--- src/rtl/tracking_loop_scheduler_pkg.sv ---
// Shared types for the multi-channel tracking loop scheduler.
// Latency: none (types only).
// Backpressure: none (types only).
package tracking_loop_scheduler_pkg;

   // Outstanding loop requests for the FIFO head, bit 1 = FLL, bit 0 = DLL.
   typedef enum logic [1:0] {
      LOOP_IDLE     = 2'b00,
      LOOP_DLL_ONLY = 2'b01,
      LOOP_FLL_ONLY = 2'b10,
      LOOP_BOTH     = 2'b11
   } loop_pend_e;

endpackage

--- src/rtl/tracking_loop_scheduler_tag_fifo.sv ---
// Generic tag FIFO between the IQ stage and the FLL/DLL dispatcher.
// Latency: a pushed entry is visible at dout the cycle after the push.
// Backpressure: push is dropped when full unless a pop happens in the same cycle.
module tracking_loop_scheduler_tag_fifo
#(
   parameter int DEPTH = 4,
   parameter int WIDTH = 2
)
(
   input  logic             clk,
   input  logic             reset_n,
   input  logic             push,
   input  logic [WIDTH-1:0] din,
   input  logic             pop,
   output logic [WIDTH-1:0] dout,
   output logic             full,
   output logic             empty
);

   localparam int AW = $clog2(DEPTH);

   logic [WIDTH-1:0] mem [DEPTH];
   logic [AW-1:0]    wr_ptr;
   logic [AW-1:0]    rd_ptr;
   logic [AW:0]      count;
   logic             do_push;
   logic             do_pop;

   assign full    = (count == (AW+1)'(DEPTH));
   assign empty   = (count == '0);
   assign do_pop  = pop & ~empty;
   assign do_push = push & (~full | do_pop);
   assign dout    = mem[rd_ptr];

   // Storage, pointers and registered occupancy; simultaneous push/pop keeps the count.
   always_ff @(posedge clk or negedge reset_n) begin
      if (!reset_n) begin
         for (int i = 0; i < DEPTH; i++) begin
            mem[i] <= '0;
         end
         wr_ptr <= '0;
         rd_ptr <= '0;
         count  <= '0;
      end else begin
         if (do_push) begin
            mem[wr_ptr] <= din;
            wr_ptr      <= wr_ptr + 1'b1;
         end
         if (do_pop) begin
            rd_ptr <= rd_ptr + 1'b1;
         end
         case ({do_push, do_pop})
            2'b10:   count <= count + 1'b1;
            2'b01:   count <= count - 1'b1;
            default: count <= count;
         endcase
      end
   end

endmodule

--- src/rtl/tracking_loop_scheduler.sv ---
// Time-shares one IQ stage, one FLL and one DLL among NUM_CHANNELS channel histories.
// Latency: valid->iq_start 1 cycle, iq_ready->fll/dll_start 2 cycles, last result->tracking_ready 1 cycle.
// Backpressure: iq_start held (tag stable) until iq_starting; IQ issue stalls while the tag FIFO is full.
module tracking_loop_scheduler
   import tracking_loop_scheduler_pkg::*;
#(
   parameter  int NUM_CHANNELS   = 4,
   parameter  int TAG_FIFO_DEPTH = 4,
   localparam int TAG_W          = $clog2(NUM_CHANNELS)
)
(
   input  logic                    clk,
   input  logic                    reset_n,
   input  logic [NUM_CHANNELS-1:0] i2q2_valid,
   output logic                    iq_start,
   output logic [TAG_W-1:0]        iq_tag,
   input  logic                    iq_starting,
   input  logic                    iq_ready,
   input  logic [TAG_W-1:0]        iq_done_tag,
   output logic                    fll_start,
   input  logic                    fll_starting,
   output logic                    dll_start,
   input  logic                    dll_starting,
   output logic [TAG_W-1:0]        loop_tag,
   input  logic                    fll_result_ready,
   input  logic [TAG_W-1:0]        fll_result_tag,
   input  logic                    dll_result_ready,
   input  logic [TAG_W-1:0]        dll_result_tag,
   output logic [NUM_CHANNELS-1:0] tracking_ready,
   output logic                    busy,
   output logic [NUM_CHANNELS-1:0] overrun,
   output logic                    spurious_result
);

   logic [NUM_CHANNELS-1:0] pending, inflight, done_fll, done_dll;
   logic [NUM_CHANNELS-1:0] pend_clr, inflight_set, fll_set, dll_set, complete;
   logic [TAG_W-1:0]        rr_ptr, arb_tag, cand, locked_tag, fifo_head;
   logic                    iq_busy, tag_lock, arb_found, accept, spur;
   logic                    fifo_full, fifo_empty, fifo_pop;
   loop_pend_e              loop_pend, loop_pend_nxt;

   // Tag is frozen once offered so a newly pending channel cannot change it before acceptance.
   assign iq_start  = (|pending) & ~iq_busy & ~fifo_full;
   assign iq_tag    = tag_lock ? locked_tag : arb_tag;
   assign accept    = iq_start & iq_starting;
   assign fll_start = loop_pend[1];
   assign dll_start = loop_pend[0];
   assign loop_tag  = fifo_empty ? '0 : fifo_head;
   assign complete  = done_fll & done_dll;
   assign tracking_ready = complete;
   assign busy      = (|pending) | (|inflight);

   // Round-robin search: first pending channel at or after rr_ptr, wrapping modulo N.
   always_comb begin
      arb_tag   = '0;
      arb_found = 1'b0;
      cand      = '0;
      for (int i = 0; i < NUM_CHANNELS; i++) begin
         cand = TAG_W'((int'(rr_ptr) + i) % NUM_CHANNELS);
         if (!arb_found && pending[cand]) begin
            arb_found = 1'b1;
            arb_tag   = cand;
         end
      end
   end

   // Per-channel set/clear strobes; results for channels not in flight are flagged and dropped.
   always_comb begin
      pend_clr     = '0;
      inflight_set = '0;
      fll_set      = '0;
      dll_set      = '0;
      spur         = 1'b0;
      if (accept) begin
         pend_clr[iq_tag]     = 1'b1;
         inflight_set[iq_tag] = 1'b1;
      end
      if (fll_result_ready) begin
         if (inflight[fll_result_tag]) fll_set[fll_result_tag] = 1'b1;
         else                          spur = 1'b1;
      end
      if (dll_result_ready) begin
         if (inflight[dll_result_tag]) dll_set[dll_result_tag] = 1'b1;
         else                          spur = 1'b1;
      end
   end

   // Loop dispatch: reload both requests from a non-empty FIFO, pop when the last one is taken.
   always_comb begin
      loop_pend_nxt = loop_pend;
      fifo_pop      = 1'b0;
      if (loop_pend == LOOP_IDLE) begin
         loop_pend_nxt = fifo_empty ? LOOP_IDLE : LOOP_BOTH;
      end else begin
         loop_pend_nxt = loop_pend_e'(loop_pend & ~{fll_starting, dll_starting});
         fifo_pop      = (loop_pend_nxt == LOOP_IDLE);
      end
   end

   // Channel bookkeeping; a new request wins over a same-cycle clear.
   always_ff @(posedge clk or negedge reset_n) begin
      if (!reset_n) begin
         pending         <= '0;
         inflight        <= '0;
         done_fll        <= '0;
         done_dll        <= '0;
         overrun         <= '0;
         spurious_result <= 1'b0;
      end else begin
         pending         <= i2q2_valid | (pending & ~pend_clr);
         inflight        <= (inflight & ~complete) | inflight_set;
         done_fll        <= (done_fll & ~complete) | fll_set;
         done_dll        <= (done_dll & ~complete) | dll_set;
         overrun         <= overrun | (i2q2_valid & (pending | inflight));
         spurious_result <= spurious_result | spur;
      end
   end

   // IQ issue state: busy flag, round-robin pointer, tag lock and loop request bits.
   always_ff @(posedge clk or negedge reset_n) begin
      if (!reset_n) begin
         iq_busy    <= 1'b0;
         rr_ptr     <= '0;
         tag_lock   <= 1'b0;
         locked_tag <= '0;
         loop_pend  <= LOOP_IDLE;
      end else begin
         if (accept) begin
            iq_busy <= 1'b1;
            rr_ptr  <= (iq_tag == TAG_W'(NUM_CHANNELS-1)) ? '0 : iq_tag + TAG_W'(1);
         end else if (iq_ready) begin
            iq_busy <= 1'b0;
         end
         if (accept) begin
            tag_lock <= 1'b0;
         end else if (iq_start) begin
            tag_lock   <= 1'b1;
            locked_tag <= iq_tag;
         end
         loop_pend <= loop_pend_nxt;
      end
   end

   tracking_loop_scheduler_tag_fifo #(
      .DEPTH (TAG_FIFO_DEPTH),
      .WIDTH (TAG_W)
   ) u_tag_fifo (
      .clk     (clk),
      .reset_n (reset_n),
      .push    (iq_ready),
      .din     (iq_done_tag),
      .pop     (fifo_pop),
      .dout    (fifo_head),
      .full    (fifo_full),
      .empty   (fifo_empty)
   );

endmodule

--- config.mk ---
export PLATFORM = sky130hd
export DESIGN_NAME = tracking_loop_scheduler
export DESIGN_NICKNAME = d
export VERILOG_FILES = /design/src/rtl/tracking_loop_scheduler_pkg.sv /design/src/rtl/tracking_loop_scheduler_tag_fifo.sv /design/src/rtl/tracking_loop_scheduler.sv
export SDC_FILE = /design/constraint.sdc
export NUM_CORES = 1
export LEC_CHECK = 0
export ABC_AREA = 1
export ABC_CLOCK_PERIOD_IN_PS = 5500
export BUFFER_PORTS_ARGS = -buffer_cell sky130_fd_sc_hd__buf_4
export CORE_MARGIN = 2
export CORE_UTILIZATION = 61
export CTS_BUF_LIST = sky130_fd_sc_hd__clkbuf_8 sky130_fd_sc_hd__clkbuf_16
export CTS_CLUSTER_DIAMETER = 30
export DETAILED_ROUTE_END_ITERATION = 7
export GPL_ROUTABILITY_DRIVEN = 0
export PLACE_DENSITY = 0.84
export REMOVE_ABC_BUFFERS = 1
export SLEW_MARGIN = 20
export SYNTH_ARGS = -nofsm -noshare
export SYNTH_HDL_FRONTEND = slang
export SYNTH_HIERARCHICAL = 1
export SYNTH_SLANG_ARGS = --single-unit
--- constraint.sdc ---
create_clock -name clk -period 5.5 [get_ports clk]
set_clock_uncertainty 0.05 [all_clocks]
set_input_delay 0.55 -clock clk [delete_from_list [all_inputs] [get_ports clk]]
set_output_delay 0.55 -clock clk [all_outputs]
set_load 0.03 [all_outputs]
After elaboration in Yosys (flattened, before gate mapping) --
Cells that the tools add are included.
Cells by class: add/subtract/negate cells 8, order comparisons 13, eq/ne operators 4, multiplexer cells 51, bitwise operators 30, reductions and logical operators 19
Operators by type and width (count):
- 4-bit AND | 6
- 2-bit two-way mux | 12
- 4-bit OR | 6
- 2-bit by 3-bit less-than comparator with 1-bit output (second input constant) | 7
- 1-bit two-way mux | 21
- 4-bit two-way mux | 5
- 1-bit binary-select mux with 2-bit select | 6
- 2-bit by 1-bit adder with 2-bit output (second input constant) | 4
- 8-bit bitwise mux | 1
- 4-bit NOT | 2
- 4-bit OR reduction | 2
- 1-bit logical AND | 7
- 1-bit demux with 2-bit select | 3
- 2-bit by 1-bit greater-or-equal comparator with 1-bit output (second input constant) | 3
- 3-bit greater-or-equal comparator (second input constant) | 2
- 2-bit NOT with 3-bit output | 2
- 3-bit case mux with 2 select lines | 1
- 2-bit nonzero test | 3
- 1-bit AND | 5
- 2-bit adder (second input constant) | 2
- 2-bit binary-select mux with 2-bit select | 1
- 2-bit demux with 2-bit select | 1
- 2-bit equality test (second input constant) | 2
- 2-bit logical NOT | 2
- 12 further kinds | 19
Word-level totals: register bits 44, output and inout bits 17, word-level logic and storage cells 143

Depth between registers and ports, before layout --
word-level depth 21, mapped depth 16

Modules after synthesis --
Netlist, hierarchy kept.
Modules (own cells, without submodules):
- tracking_loop_scheduler | instances 1, cells each 216, area each 1649.1 um^2, seq. area each 725.7 um^2
- tracking_loop_scheduler_tag_fifo | instances 1, cells each 96, area each 837.1 um^2, seq. area each 375.4 um^2

Least setup slack after synthesis --
OpenSTA, ideal clock, no wires.
kind reg-to-reg, from register loop_pend[0], to register u_tag_fifo.count[2], data arrival time 1.967 ns, required time 5.327 ns, setup slack 3.360 ns, stages on the path, launching flop included 13, path buffers 0, period minus slack after synthesis 2.140 ns, cells stage by stage dfrtp_1 -> inv_1 -> o22ai_1 -> nor2_1 -> inv_1 -> nand3_4 -> nand2_1 -> ha_1 -> inv_1 -> fa_1 -> nand2_1 -> nand3b_1 -> xor2_1
On the way: longest elaborated chain between the ends 8
Ends and longest elaborated chain:
- start, declared | line tracking_loop_scheduler.sv:40 | loop_pend_e loop_pend, loop_pend_nxt;
- start signal, assigned | line tracking_loop_scheduler.sv:140 | loop_pend <= loop_pend_nxt;
- 2-bit AND | line tracking_loop_scheduler.sv:95 | loop_pend_nxt = loop_pend_e'(loop_pend & ~{fll_starting, dll_starting});
- 2-bit logical NOT | line tracking_loop_scheduler.sv:96 | fifo_pop = (loop_pend_nxt == LOOP_IDLE);
- 1-bit two-way mux (*) | line tracking_loop_scheduler.sv:92 | if (loop_pend == LOOP_IDLE) begin
- net fifo_pop | line tracking_loop_scheduler.sv:39 | logic fifo_full, fifo_empty, fifo_pop;
- 1-bit AND (*) | line tracking_loop_scheduler_tag_fifo.sv:31 | assign do_pop = pop & ~empty;
- 1-bit OR | line tracking_loop_scheduler_tag_fifo.sv:32 | assign do_push = push & (~full | do_pop);
- 1-bit AND | line tracking_loop_scheduler_tag_fifo.sv:32
- 2-bit by 1-bit equality test with 1-bit output or 2-bit equality test (tied branches) | line tracking_loop_scheduler_tag_fifo.sv:52 | case ({do_push, do_pop})
- 3-bit case mux with 2 select lines or 2-bit nonzero test (tied branches)
- end signal, assigned | line tracking_loop_scheduler_tag_fifo.sv:53 | 2'b10: count <= count + 1'b1;
- end signal, assigned | line tracking_loop_scheduler_tag_fifo.sv:54 | 2'b01: count <= count - 1'b1;
- end signal, assigned | line tracking_loop_scheduler_tag_fifo.sv:55 | default: count <= count;
- end, declared | line tracking_loop_scheduler_tag_fifo.sv:25 | logic [AW:0] count;
The timed path passes the listed nets; every way through them passes the cells marked *. A chain may end at the register's enable or synchronous reset.

Final worst setup path --
from register rr_ptr[0], to output port iq_tag[0]
On the way: longest elaborated chain between the ends 13
Ends and longest elaborated chain:
- start, declared | line tracking_loop_scheduler.sv:37 | logic [TAG_W-1:0] rr_ptr, arb_tag, cand, locked_tag, fifo_head;
- start signal, assigned | line tracking_loop_scheduler.sv:130 | rr_ptr <= (iq_tag == TAG_W'(NUM_CHANNELS-1)) ? '0 : iq_tag + TAG_W'(1);
- branches (longest 11 deep; another with 2-bit by 1-bit adder with 2-bit output)
- 2-bit two-way mux (*) | line tracking_loop_scheduler.sv:60 | if (!arb_found && pending[cand]) begin
- 2-bit two-way mux (*) | line tracking_loop_scheduler.sv:44 | assign iq_tag = tag_lock ? locked_tag : arb_tag;
- end, declared | line tracking_loop_scheduler.sv:16 | output logic [TAG_W-1:0] iq_tag,
Every way passes the cells marked *. The select of a mux whose other input is x is not followed.

==> impl_metrics.toml <==
[die]
die_area_um2 = 4600
initial_core_util_pct = 62.6
rows = 23
die_w_um = 67.8
die_h_um = 67.8
core_um2 = 3970
io_pins = 35

[global_routing]
first_global_vias = 1980
grt_max_degree = 45
grt_pass1_wl_um = 8500
overflow = 0
number_of_antenna_violations_at_the_first_check_in_global_routing = 0
globalRouteTotalUtil_pct = 25.0

[timing]
highest_clock_frequency_the_design_can_meet_mhz = 362
setup-tns-final_ps = 0
rsz0062_at_grt = "no"
final_min_period_over_clock_period_pct = 50.2
min_period_ps = 2760
timing_worst_slew_pin_value_ps = 533
timing.final.hold_violations = 0
setup_violations = 0
maxSlewViolCount = 0
max_slew_margin_pct = 64.5

[route]
post_drt_via_cell_ratio = 5.36
first_pass_iters = 5
route.top_layer_used = "met4"
wirelength_um = 5280
detail_route.wl_per_cell_um = 13.2
met1Wirelength_um = 2280
drt_drc_violations_left = 0
met3_length_um = 318
met2WireLength_um = 2540
count_of_routing_violations_after_the_opening_detailed_route_iteration = 220
final_antenna_net_count = 0
vias = 2144

[power]
p_sw_w = 0.000853
cellInternalPower_w = 0.000931
static-leakage-power_nw = 1.58
pwr-share-seq_pct = 33.4
netSwitchingFraction_pct = 47.8
clock_power_share_pct = 13.8
worst_ir_drop_vdd_uv = 315
share_comb_of_total_power_pct = 52.8
powerDensity_nw_per_um2 = 619

[placed_design]
dpl_cell_area_um2 = 2770
detailed_place_hpwl_um = 3810
numPortBuffers = 34

[synthesis]
ys_top_cells_by_area = "sky130_fd_sc_hd__dfrtp_1 (44%), sky130_fd_sc_hd__nand2_1 (12%), sky130_fd_sc_hd__inv_1 (7.7%), sky130_fd_sc_hd__ha_1 (4.5%), sky130_fd_sc_hd__nand3_1 (4.2%)"
synth_top_cell_area_share_pct = 44.3
synth_flop_cell = "sky130_fd_sc_hd__dfrtp_1"
yosys.area.top_type = "sky130_fd_sc_hd__dfrtp_1"
post_synth_most_frequent_cells = "sky130_fd_sc_hd__nand2_1 (82), sky130_fd_sc_hd__inv_1 (51), sky130_fd_sc_hd__dfrtp_1 (44)"
synth.avg_cell_area_um2 = 7.97
synthMostInstantiatedCell = "sky130_fd_sc_hd__nand2_1"
area_of_the_mapped_netlist_um2 = 2490
yosysSeqAreaShare_pct = 44.3
yosys_warnings = 6
number_of_distinct_library_cells_after_synthesis = 29
synth-seq-cells = 44
synth_enable_flop_cells = 0
async_set_or_reset_register_ratio_after_synthesis_pct = 100
post_synth_inst_count = 312

[worst_setup_path]
worst_path_cell_chain = "inv_2, nand2_1, nand2_1, nand2_2, nand2_4, nor2_4, nand4_1, nand3_2, nand2_4, inv_1, buf_4"
cp_max_fo = 11
cp_data_arrival_time_ps = 2160
worst-path-stages = 11
worst_stage_delay_on_the_critical_path_ps = 600
timing.critical_path.to_type = "output pin"
crit_required_ps = 4900
timing_worst_setup_path_type = "reg2out"
reg2reg_depth = 12
regToRegSetupSlack_ps = 3170
setup.worst_path.start_class = "flop"
timing.critical_path.buf_inv = 3
critPathTopFamily = "simple AND/OR/NAND/NOR gates"
worst_path_max_delay_cell = "sky130_fd_sc_hd__dfrtp_1"

[cts]
cts.repair_timing.setup_buffer_count = 0
clock-root-buffer = "sky130_fd_sc_hd__clkbuf_8"
clock_pin_slew_reported_for_the_worst_setup_and_hold_paths_after_clock_tree_synthesis_ps = 90
clock_latency_ps = 300
clockBufferDepth = 2
cts_made_buffers = 5
htreeDepth = 2
cts_hold_repair.buffers = 0
tritoncts_clock_tree = "done"
cts.repair.resized = 0
cts_sinks = 44

[status]
outcome = "completed"

[final_layout]
antenna_diode_count = 0
finalInstanceArea_um2 = 2880
nets = 377
final_util_pct = 72.6
drive_above_1_share_pct = 20.6
layout-area-overhead-vs-synth_pct = 16.0

[worst_hold_path]
hold_wc_path_type = "in2async"

[run]
timing.max_cap.violations = 0
worst paths after layout:
kind / end / from
min in group clk: loop_pend[0] / dll_starting
worst max-delay path: iq_tag[0] / rr_ptr[0]
worst min-delay path: done_dll[2] / reset_n
max in group asynchronous: overrun[1] / reset_n
worst min register to register: overrun[1] / overrun[1]
worst max register to register: u_tag_fifo/count[2] / loop_pend[0]
cell type report:
class,count,area [µm²]
repair buffers,34,255
clock buffers,5,68.8
well taps,50,62.6
flip-flops and latches,44,1100
multi-input cells,207,1140
inverters,57,214
fillers,296,1090
clock inverters,3,42.5
metrics by stage:
| stage | hold slack [ps] | power [W] | worst slack, ps | instances |
|---|---|---|---|---|
| floorplan | 204 | 0.00127 | 3300 | 308 |
| global placement | 399 | 0.00148 | 3150 | 392 |
| detailed placement | 401 | 0.00152 | 3030 | 392 |
| CTS | 185 | 0.00179 | 2780 | 400 |
| global route | 210 | 0.00193 | 2590 | 400 |
| finish | 171 | 0.00178 | 2740 | 400 |
sequential cells by signal, summed over array words and instances (netlist names):
register / count
done_dll: 4
done_fll: 4
inflight: 4
iq_busy: 1
locked_tag: 2
loop_pend: 2
overrun: 4
pending: 4
rr_ptr: 2
spurious_result: 1
tag_lock: 1
u_tag_fifo/count: 3
u_tag_fifo/mem: 8
u_tag_fifo/rd_ptr: 2
u_tag_fifo/wr_ptr: 2
power groups by stage:
stage / registers, W / clock network (W) / logic (W)
2_1_floorplan: 0.000577 / 0 / 0.000698
3_3_place_gp: 0.000588 / 0 / 0.000895
3_5_place_dp: 0.000594 / 0 / 0.000929
4_1_cts: 0.000591 / 0.000254 / 0.000943
5_1_grt: 0.000613 / 0.000269 / 0.00105
6_report: 0.000595 / 0.000246 / 0.000942
cell usage in the layout (no fill, tap or decap), types with 2 or more instances in the layout:
master,n
sky130_fd_sc_hd__buf_4,34
sky130_fd_sc_hd__clkbuf_8,5
sky130_fd_sc_hd__dfrtp_1,44
sky130_fd_sc_hd__ha_1,9
sky130_fd_sc_hd__inv_1,51
sky130_fd_sc_hd__inv_2,6
sky130_fd_sc_hd__nand2_1,82
sky130_fd_sc_hd__nand2_2,14
sky130_fd_sc_hd__nand2_4,2
sky130_fd_sc_hd__nand3_1,21
sky130_fd_sc_hd__nand3_2,3
sky130_fd_sc_hd__nand4_1,13
sky130_fd_sc_hd__nor2_1,14
sky130_fd_sc_hd__nor2_4,2
sky130_fd_sc_hd__o21ai_0,20
sky130_fd_sc_hd__o21ai_1,3
sky130_fd_sc_hd__o21bai_1,4
sky130_fd_sc_hd__o22ai_1,7
sky130_fd_sc_hd__xnor2_1,2
sky130_fd_sc_hd__xor2_1,2
cells by family after synthesis:
family | count (synthesis) | share of synthesized area [%]
buf+inv | 61 | 9.91
xor+xnor | 4 | 1.41
fa+ha+maj | 10 | 5.33
simple gates | 157 | 30.9
compound gates | 36 | 8.15
flops | 44 | 44.3
metal layers:
metal / track usage, % / up-vias
met3: 5.76 / 19
met2: 43.1 / 85
met5: 0 / -
met1: 31.6 / 977
li1: - / 1063
met4: 7.00 / 0
worst reg2reg max path: stages (launching register included):
cell	delay [ps]
sky130_fd_sc_hd__dfrtp_1	400
sky130_fd_sc_hd__inv_1	90
sky130_fd_sc_hd__o22ai_1	210
sky130_fd_sc_hd__nor2_1	100
sky130_fd_sc_hd__inv_1	100
sky130_fd_sc_hd__nand3_4	170
sky130_fd_sc_hd__nand2_1	150
sky130_fd_sc_hd__ha_1	180
sky130_fd_sc_hd__inv_1	70
sky130_fd_sc_hd__fa_1	380
sky130_fd_sc_hd__nand2_1	80
sky130_fd_sc_hd__nand3b_1	90
sky130_fd_sc_hd__xor2_1	140
Power figures use the tool's default switching activity.
